`src/rtl/lf_cmd_decoder.sv`:
```
// LF configuration front end: synchronous SPI slave in the pck0 domain that decodes
// 16-bit command frames into conf_word, divisor and user registers. Define
// LF_CMD_READBACK_EN to enable register readback on miso.
//
// Frame layout (16 bits, MSB first): [15:12] opcode, [DATA_W-1:0] payload.
// Bits between the opcode and the payload are ignored.
module lf_cmd_decoder #(
    parameter int                DATA_W        = 8,
    parameter int                NUM_USER_REGS = 2,
    parameter logic [DATA_W-1:0] EDGE_CONF     = 8'h01,
    parameter int                DEFAULT_THR   = 127
) (
    input  logic                            pck0,
    input  logic                            rst,
    input  logic                            spck,
    input  logic                            mosi,
    input  logic                            ncs,
    output logic                            miso,
    output logic [2:0]                      major_mode,
    output logic [DATA_W-1:0]               conf_word,
    output logic [DATA_W-1:0]               divisor,
    output logic [NUM_USER_REGS*DATA_W-1:0] user_regs,
    output logic                            conf_strobe,
    output logic [3:0]                      frame_err_cnt
);

    localparam int FRAME_W = 16;
    localparam int CNT_W   = 5;
    localparam logic [CNT_W-1:0]  CNT_FULL = CNT_W'(FRAME_W);
    localparam logic [CNT_W-1:0]  CNT_SAT  = CNT_W'(FRAME_W + 1);
    localparam logic [DATA_W-1:0] THR_VAL  = DATA_W'(DEFAULT_THR);

    localparam logic [3:0] OP_CONF = 4'h1;
    localparam logic [3:0] OP_DIV  = 4'h2;
    localparam logic [3:0] OP_USR0 = 4'h3;

    // Sync chains: [0] first flop, [1] synchronised value, [2] edge-detect history
    logic [2:0] spck_sync;
    logic [2:0] ncs_sync;
    logic [2:0] mosi_sync;

    logic spck_rise;
    logic ncs_rise;
    logic ncs_fall;
    logic mosi_s;

    logic [FRAME_W-1:0] shift_reg;
    logic [FRAME_W-1:0] shift_nx;
    logic [CNT_W-1:0]   bit_cnt;
    logic [CNT_W-1:0]   bit_cnt_nx;
    logic               shift_en;

    logic               frame_ok;
    logic               frame_bad;
    logic [3:0]         op;
    logic [DATA_W-1:0]  d;
    logic               conf_wr;

    logic [DATA_W-1:0]  user_q [NUM_USER_REGS];

    always_ff @(posedge pck0 or posedge rst) begin
        if (rst) begin
            spck_sync <= 3'b000;
            ncs_sync  <= 3'b111;
            mosi_sync <= 3'b000;
        end else begin
            spck_sync <= {spck_sync[1:0], spck};
            ncs_sync  <= {ncs_sync[1:0], ncs};
            mosi_sync <= {mosi_sync[1:0], mosi};
        end
    end

    assign spck_rise = spck_sync[1] & ~spck_sync[2];
    assign ncs_rise  = ncs_sync[1] & ~ncs_sync[2];
    assign ncs_fall  = ~ncs_sync[1] & ncs_sync[2];
    assign mosi_s    = mosi_sync[1];

    // Gating on the delayed ncs lets a final spck edge that coincides with the
    // ncs rising edge still shift in before the frame is decoded.
    assign shift_en = spck_rise & ~ncs_sync[2];

    always_comb begin
        shift_nx   = shift_reg;
        bit_cnt_nx = bit_cnt;
        if (shift_en) begin
            shift_nx = {shift_reg[FRAME_W-2:0], mosi_s};
        end
        if (ncs_fall) begin
            bit_cnt_nx = '0;
        end else if (shift_en && (bit_cnt != CNT_SAT)) begin
            bit_cnt_nx = bit_cnt + 1'b1;
        end
    end

    assign op        = shift_nx[FRAME_W-1:FRAME_W-4];
    assign d         = shift_nx[DATA_W-1:0];
    assign frame_ok  = ncs_rise & (bit_cnt_nx == CNT_FULL);
    assign frame_bad = ncs_rise & (bit_cnt_nx != CNT_FULL);
    assign conf_wr   = frame_ok & (op == OP_CONF);

    always_ff @(posedge pck0 or posedge rst) begin
        if (rst) begin
            shift_reg <= '0;
            bit_cnt   <= '0;
        end else begin
            shift_reg <= shift_nx;
            bit_cnt   <= bit_cnt_nx;
        end
    end

    always_ff @(posedge pck0 or posedge rst) begin
        if (rst) begin
            conf_word     <= '0;
            divisor       <= '0;
            conf_strobe   <= 1'b0;
            frame_err_cnt <= '0;
            for (int k = 0; k < NUM_USER_REGS; k++) begin
                user_q[k] <= '0;
            end
        end else begin
            conf_strobe <= conf_wr;
            if (frame_bad && (frame_err_cnt != 4'hF)) begin
                frame_err_cnt <= frame_err_cnt + 4'h1;
            end
            if (conf_wr) begin
                conf_word <= d;
            end
            if (frame_ok && (op == OP_DIV)) begin
                divisor <= d;
            end
            for (int k = 0; k < NUM_USER_REGS; k++) begin
                if (frame_ok && (op == OP_USR0 + 4'(k))) begin
                    user_q[k] <= d;
                end
            end
            // Selecting the edge-detect mode also restores its default threshold
            if (conf_wr && (d == EDGE_CONF)) begin
                user_q[0] <= THR_VAL;
            end
        end
    end

    for (genvar g = 0; g < NUM_USER_REGS; g++) begin : g_user_flat
        assign user_regs[g*DATA_W +: DATA_W] = user_q[g];
    end

    assign major_mode = conf_word[DATA_W-1:DATA_W-3];

`ifdef LF_CMD_READBACK_EN
    localparam logic [3:0] OP_RDSEL = 4'hF;

    logic                spck_fall;
    logic [3:0]          rb_sel;
    logic [DATA_W-1:0]   rb_data;
    logic [FRAME_W-1:0]  shadow;

    assign spck_fall = ~spck_sync[1] & spck_sync[2];

    always_comb begin
        rb_data = '0;
        if (rb_sel == 4'd0) begin
            rb_data = conf_word;
        end else if (rb_sel == 4'd1) begin
            rb_data = divisor;
        end else begin
            for (int k = 0; k < NUM_USER_REGS; k++) begin
                if (rb_sel == 4'(k + 2)) begin
                    rb_data = user_q[k];
                end
            end
        end
    end

    // Shadow is captured at frame start so the ARM reads a stable snapshot
    always_ff @(posedge pck0 or posedge rst) begin
        if (rst) begin
            rb_sel <= '0;
            shadow <= '0;
        end else begin
            if (frame_ok && (op == OP_RDSEL)) begin
                rb_sel <= d[3:0];
            end
            if (ncs_fall) begin
                shadow <= {rb_data, {(FRAME_W-DATA_W){1'b0}}};
            end else if (spck_fall) begin
                shadow <= {shadow[FRAME_W-2:0], 1'b0};
            end
        end
    end

    assign miso = ~ncs_sync[1] & shadow[FRAME_W-1];
`else
    assign miso = 1'b0;
`endif

endmodule

```
`config.mk`:
```
export PLATFORM = sky130hd
export DESIGN_NAME = lf_cmd_decoder
export DESIGN_NICKNAME = d
export VERILOG_FILES = /design/src/rtl/lf_cmd_decoder.sv
export SDC_FILE = /design/constraint.sdc
export NUM_CORES = 1
export LEC_CHECK = 0
export ABC_CLOCK_PERIOD_IN_PS = 6300
export CAP_MARGIN = 10
export CORE_MARGIN = 2
export CORE_UTILIZATION = 57
export DETAILED_ROUTE_END_ITERATION = 8
export PLACE_DENSITY = 0.84
export SLEW_MARGIN = 10
export SYNTH_ARGS = -nofsm -noshare
export SYNTH_HDL_FRONTEND = slang
export SYNTH_SLANG_ARGS = --single-unit
```
`constraint.sdc`:
```
create_clock -name pck0 -period 6.3 [get_ports pck0]
set_clock_uncertainty 0.15 [all_clocks]
set_input_delay 1.26 -clock pck0 [delete_from_list [all_inputs] [get_ports pck0]]
set_output_delay 1.26 -clock pck0 [all_outputs]
set_load 0.05 [all_outputs]
```
# After elaboration in Yosys (flattened, before gate mapping)
# Cells that the tools add are included.
# word_totals
reg_bits,66
latchBits,0
ramBits,0
romBits,0
in_bits,5
wordCells,45
mem_count,0
# op_classes
n_addsub,2
multipliers,0
div_mod_pow,0
n_lt_le_gt_ge,0
n_eq_ne,9
n_shift,0
mux,5
bitwise_logic,10
reduce_logical,7
# op_table
op,count
$mux 16,1
$mux 8,2
$mux 5,2
$ne 5x5->1 const B,2
$eq 4x2->1 const B,2
$eq 8x1->1 const B,1
$and 1x1->1,7
$logic_and 1x1->1,6
$add 5x1->5 const B,1
$eq 5x5->1 const B,1
$add 4x1->4 const B,1
$eq 4x1->1 const B,1
$eq 4x3->1 const B,1
$ne 4x4->1 const B,1
$not 1->1,3
$reduce_bool 2->1,1

# Longest topological paths before layout
# Gate-level depths: netlist (run 1).
# depth
depth_word,11
mapped_depth,8
ltp_nobuf,8

# Least setup slack after synthesis (run 1)
# OpenSTA, ideal clock, no wires.
# synth_timing
kind,reg-to-reg
from,register ncs_sync[1]
to,"register user_q, in the netlist user_regs[7]"
setup_time_ns,0.119
arrival_time_ns,2.306
path_slack_ns,3.725
path_stages_with_launch,8
path_cell_list,dfstp_2 -> nor2b_1 -> buf_6 -> a2111oi_1 -> a31oi_1 -> nor4_4 -> mux2_4 -> and2_1
# synth_between
elab_chain_cells,8
word_cells_on_any_way,11
classes_between,eq/ne (1); mux (2); bitwise (5); reduce/logical (3)
# synth_rtl
item,line,source
"start, declared",39,logic [2:0] ncs_sync;
"start signal, assigned",68,"ncs_sync <= {ncs_sync[1:0], ncs};"
$not 1->1,75,assign ncs_fall = ~ncs_sync[1] & ncs_sync[2];
$and 1x1->1,75,
$mux 5,88,if (ncs_fall) begin
$eq 5x5->1,97,assign frame_ok = ncs_rise & (bit_cnt_nx == CNT_FULL);
$and 1x1->1 *,97,
$and 1x1->1,99,assign conf_wr = frame_ok & (op == OP_CONF);
$logic_and 1x1->1,137,if (conf_wr && (d == EDGE_CONF)) begin
$mux 8 / $reduce_bool 2->1 (equally long branches),--,
"end, declared",59,logic [DATA_W-1:0] user_q [NUM_USER_REGS];
# Every way passes the cells marked *; elsewhere a longest branch is shown, timed or not.
# A chain may end at the register's enable or synchronous reset.

# Worst setup path after layout (run 1)
# layout_timing
from,register ncs_sync[2]
to,"register user_q, in the netlist user_regs[7]"
# layout_between
elab_chain_cells,10
word_cells_on_any_way,19
classes_between,eq/ne (4); mux (5); bitwise (6); reduce/logical (4)
# layout_rtl
item,line,source
$not 1->1,"74, 80",
$and 1x1->1,80,assign shift_en = spck_rise & ~ncs_sync[2];
$logic_and 1x1->1,90,end else if (shift_en && (bit_cnt != CNT_SAT)) begin
$mux 5,90,
$mux 5,88,
$eq 5x5->1,97,
$and 1x1->1,97,
$and 1x1->1,99,
$logic_and 1x1->1,137,
$mux 8 / $reduce_bool 2->1 (equally long branches),--,
# Parallel ways exist; a longest one is shown, timed or not. The select of a mux whose other input is x is not followed.

==> results of run 1 <==
[cell usage after synthesis, types with 2 or more instances]
library cell / n
a211o_1: 2
buf_2: 2
dfstp_2: 3
nand2b_1: 3
clkbuf_1: 2
nand3b_1: 3
dfrtp_1: 63
buf_4: 4
nor4_4: 2
nor2_1: 3
nand2_1: 57
nor2b_1: 2
o21ai_0: 3
o22ai_1: 2
inv_1: 4
mux2i_1: 7
and2_1: 2
nor4_1: 2
xnor2_1: 4
mux2_2: 27
or3_1: 2
nor3b_1: 4
a21oi_1: 2
nand3_1: 3
nor3_1: 6
ha_1: 3
[final cells by class]
| class | count | area (µm²) |
|---|---|---|
| Timing Repair Buffer | 46 | 455 |
| Inverter | 4 | 15.0 |
| Sequential cell | 66 | 1660 |
| Fill cell | 324 | 1270 |
| Clock buffer | 12 | 135 |
| Multi-Input combinational cell | 158 | 1120 |
| Tap cell | 67 | 83.8 |
| Clock inverter | 4 | 45.0 |
[per-layer routing]
| metal | global-route usage | up-vias |
|---|---|---|
| li1 | - | 913 |
| met1 | 0.313 | 958 |
| met2 | 0.339 | 48 |
| met3 | 0.0509 | 8 |
| met4 | 0.117 | 0 |
| met5 | 0 | - |
[power by group]
group          switching (mW)  leakage, nW  internal (mW)  total [mW]
Clock                   0.147       0.0941          0.181       0.328
Combinational           0.106        0.676         0.0588       0.165
Sequential             0.0296        0.884          0.455       0.485
[cells by family after synthesis]
kind of cell / share of synthesized area
simple gates: 0.185
flops: 0.580
mux: 0.136
compound gates: 0.0443
buf+inv: 0.0272
xor+xnor: 0.0123
fa+ha+maj: 0.0132
other cells: 0.00131
[worst max-delay path, stage by stage, from the launching register on]
cell	delay, ns
dfstp_2	0.56
or3b_1	0.62
nand3b_1	0.15
a211o_1	0.36
nor4_4	0.65
nand4_2	0.31
and2_1	0.22
[worst paths after layout]
check | endpoint | slack (ns) | cells after the start
setup / recovery | user_regs[7] | 3.16 | 6
hold / removal | spck_sync[1] | 0.20 | 0
setup reg to reg | user_regs[7] | 3.16 | 6
hold reg to reg | spck_sync[1] | 0.20 | 0
max in group asynchronous | user_regs[3] | 4.16 | 3
min in group asynchronous | divisor[0] | 1.32 | 3
[per-stage QoR]
stage / setup WS [ns] / area (µm²)
floorplan: 3.24 / 2850
global placement: 3.29 / 3330
detailed placement: 3.14 / 3330
CTS: 3.18 / 3510
global route: 2.94 / 3510
finish: 3.16 / 3510
==> results_dict.tcl, run 1 <==
set metrics [dict create \
    place_hpwl_mm 3.61 \
    design.core.area_um2 4790 \
    ant_nets 0 \
    yosys.area.top_type "dfrtp_1" \
    die_h_um 74.7 \
    met3WireLength_um 230 \
    final.period_utilization 0.498 \
    worst_hold_slack_ns 0.205 \
    final_cells 357 \
    finalCriticalPeriod_ns 3.14 \
    clk_latency_ns 0.33 \
    arrival_ns 3.21 \
    post_cts_buffers 0 \
    vias_per_cell 5.40 \
    synth_warnings 0 \
    grt_max_degree 67 \
    fin_setup_tns_ns 0 \
    vias 1927 \
    cts_resized 0 \
    clkSinkCount 66 \
    fp-row-count 25 \
    setup_viol 0 \
    synth_top_flop_cell "dfrtp_1" \
    outcome "completed" \
    syn_avg_cell_area_um2 12.0 \
    cts_tree "built" \
    m1WireLength_mm 2.44 \
    syn_to_final_growth_pct 23.2 \
    port-buffer-count 44 \
    ir_drop_uv 332 \
    crit_required_ns 6.37 \
    netlist_instances 238 \
    critical_path_class "flip-flop to flip-flop" \
    grt_pass1_wl_mm 9.20 \
    drt_iter0_drc 200 \
    hold_class "flip-flop to flip-flop" \
    dp_cells 341 \
    p_leak_nw 1.65 \
    clockBufferDepth 2 \
    final_common_cell "dfrtp_1" \
    first_pass_iters 4 \
    hold_violations 0 \
    final_cell_mix "dfrtp_1, nand2_1, clkdlybuf4s50_1" \
    critPathLaunch "ncs_sync[2]" \
    finalPower_mw 0.978 \
    track_usage 0.226 \
    drc 0 \
    rsz0062_at_grt "false" \
    yosys-top-cells-area "dfrtp_1, mux2_2, nand2_1, dfstp_2, mux2i_1" \
    tightest_slew_ns 0.793 \
    synth_seq_area_share 0.580 \
    slew_violations 0 \
    antenna_found_initial 0 \
    grt_pass1_vias 1907 \
    top_layer "met4" \
    end_kind "flip-flop" \
    maxCapViolCount 0 \
    cp_max_fo 23 \
    globalplace.congestion 0.862 \
    wl_per_cell_um 15.1 \
    synth-edff-count 0 \
    yosys_register_bits 66 \
    p_per_area_nw_per_um2 278 \
    netlist_area_um2 2850 \
    cts-root-buf "clkbuf_8" \
    die_x_um 74.7 \
    worstSetupStartpointType "flip-flop" \
    num-nets-final 293 \
    numCtsBuffers 9 \
    wl_mm 5.38 \
    r2r-start "ncs_sync[2]" \
    cts.clk_slew.worst_paths_ns 0.06 \
    synth_nets 246 \
    synth_top_cell_area_share 0.553 \
    maxSlewHeadroom 0.471 \
    initial_core_util 0.596 \
    final_util 0.734 \
    hp-start "spck_sync[0]" \
    ios 46 \
    clock.fmax_mhz 319 \
    die_area_um2 5590 \
    grt.overflow.total 0 \
    synth.distinct_cells 47 \
    async_flop_share 1.00 \
    drive_above_1_share 0.193 \
    cts_max_level 3 \
    wl_met2_mm 2.63 \
    ctsHoldBuffers 0 \
    diodes 0 \
]
No activity file was read; power rests on OpenSTA's default activity.
==> inputs of run 2 (changes only) <==
- ABC_CLOCK_PERIOD_IN_PS: 6300 -> 2650
- CORE_UTILIZATION: 57 -> 48
- PLACE_DENSITY: 0.84 -> 0.76
- clock period: 6.3 -> 2.65 ns (I/O delays scaled with it)
==> run 2 against run 1 <==
Net effect: total power rose to 2.6 times the previous value; final cell count rose by 5.0%; wire length is 5.5% higher; register-to-register slack got worse by 3.1 ns; combinational power increased by 140%; die area grew 18%; non-clock buffer count up 10; clock power grew to 2.9 times the previous value; sequential cell count is the same; sequential power rose by 140%.
==> results_dict.tcl, run 2 (synthesized netlist as in run 1, its figures left out) <==
set metrics [dict create \
    outcome "completed" \
    cts_max_level 3 \
    cp_max_fo 7 \
    worst_hold_slack_ns 0.198 \
    design.core.area_um2 5820 \
    antenna_found_initial 0 \
    final_util 0.637 \
    hold_class "flip-flop to flip-flop" \
    final_critical_path_setup_slack_ns 0.0938 \
    first_pass_iters 4 \
    die_h_um 81.1 \
    ios 46 \
    wl_mm 5.68 \
    pre_cts_slack_ns 0.0567 \
    ant_nets 0 \
    initial_core_util 0.491 \
    cts-root-buf "clkbuf_8" \
    tightest_slew_ns 0.566 \
    setup_viol 0 \
    track_usage 0.192 \
    multiInputGateArea_um2 1140 \
    drive_above_1_share 0.230 \
    maxCapViolCount 0 \
    fp-row-count 28 \
    final_area_um2 3710 \
    clockBufferDepth 2 \
    num-nets-final 303 \
    grt_max_degree 67 \
    slew_violations 0 \
    diodes 0 \
    place_area_um2 3470 \
    place_hpwl_mm 3.75 \
    syn_to_final_growth_pct 30.0 \
    p_per_area_nw_per_um2 674 \
    final_common_cell "dfrtp_1" \
    clk_latency_ns 0.33 \
    end_kind "flip-flop" \
    vias_per_cell 5.23 \
    die_x_um 81.1 \
    wl_per_cell_um 15.1 \
    grt_pass1_vias 1864 \
    vias 1960 \
    finalPower_mw 2.50 \
    drt_iter0_drc 144 \
    globalplace.congestion 0.838 \
    die_area_um2 6580 \
    p_seq_frac 0.462 \
    drc 0 \
    grt.overflow.total 0 \
    critical_path_class "flip-flop to flip-flop" \
    p_sw_frac 0.274 \
    cts_tree "built" \
    internal-power_mw 1.81 \
    maxSlewHeadroom 0.622 \
    final.period_utilization 0.965 \
    post_cts_buffers 0 \
    worstSetupStartpointType "flip-flop" \
    arrival_ns 2.62 \
    clock.fmax_mhz 391 \
    clkSinkCount 66 \
    ctsHoldBuffers 0 \
    numCtsBuffers 9 \
    seq_area_um2 1660 \
    nFillCells 470 \
    port-buffer-count 44 \
    ir_drop_uv 610 \
    switchingPower_mw 0.684 \
    final_cell_mix "dfrtp_1, nand2_1, clkdlybuf4s50_1" \
    combPwrFrac 0.160 \
    r2r_slack_ns 0.09 \
    cts.clk_slew.worst_paths_ns 0.07 \
    crit_required_ns 2.72 \
    hold_violations 0 \
    power_frac_clock 0.378 \
    p_leak_nw 1.74 \
    finalCriticalPeriod_ns 2.56 \
    grt_pass1_wl_mm 9.35 \
    rsz0062_at_grt "true" \
]
[run 2: path summary, 6_finish.rpt]
kind	depth (start not counted)	endpoint	from
worst min-delay path	0	mosi_sync[1]	mosi_sync[0]
worst min register to register	0	mosi_sync[1]	mosi_sync[0]
worst max-delay path	8	user_regs[13]	bit_cnt[0]
max in group asynchronous	3	ncs_sync[1]	rst
worst max register to register	8	user_regs[13]	bit_cnt[0]
min in group asynchronous	3	frame_err_cnt[2]	rst
[run 2: routing by layer]
| layer | part of all wire | GRT usage |
|---|---|---|
| met1 | 0.47 | 0.281 |
| met2 | 0.48 | 0.277 |
| met3 | 0.038 | 0.0411 |
| met4 | 0.011 | 0.0814 |
| met5 | 0 | 0 |
[run 2: metrics by stage]
stage | setup TNS [ns] | cells
2_1_floorplan | 0 | 238
6_report | 0 | 375
5_1_grt | -0.129 | 375
3_5_place_dp | 0 | 359
4_1_cts | 0 | 375
3_3_place_gp | 0 | 359
[run 2: worst max-delay path: stages (launching register included)]
cell      delay [ns]
dfrtp_1         0.45
ha_1            0.24
and4bb_2        0.28
nor3_4          0.21
o21bai_2        0.13
nor3_1          0.32
nand3b_1        0.21
buf_12          0.19
mux2_2          0.27
[run 2: timing repair]
item | 4_1_cts | 5_1_grt
pin swaps | 0 | 1
gates cloned | 0 | 0
gates resized for setup | 1 | 2
setup endpoints to repair | 6 | 25
[run 2: power by group through the flow]
stage	registers (mW)	logic, mW	clock network, mW
final	1.15	0.400	0.943
after global routing	1.17	0.432	1.02
after CTS	1.15	0.405	0.955
after detailed placement	1.17	0.403	0
after global placement	1.17	0.393	0
after floorplan	1.27	0.173	0
[run 2: area by class of cell]
| type | count | area share |
|---|---|---|
| sequential | 66 | 0.447 |
| clock buffer | 14 | 0.0439 |
| timing repair buffer | 56 | 0.157 |
| clock inverter | 2 | 0.0162 |
| multi-input combinational | 158 | 0.307 |
| inverter | 4 | 0.00405 |
| tap | 75 | 0.0253 |
==> inputs of run 3 (changes only) <==
- TNS_END_PERCENT: default -> 10
==> results of run 3 <==
Final layout, timing and power as in run 2 (identical DEF).
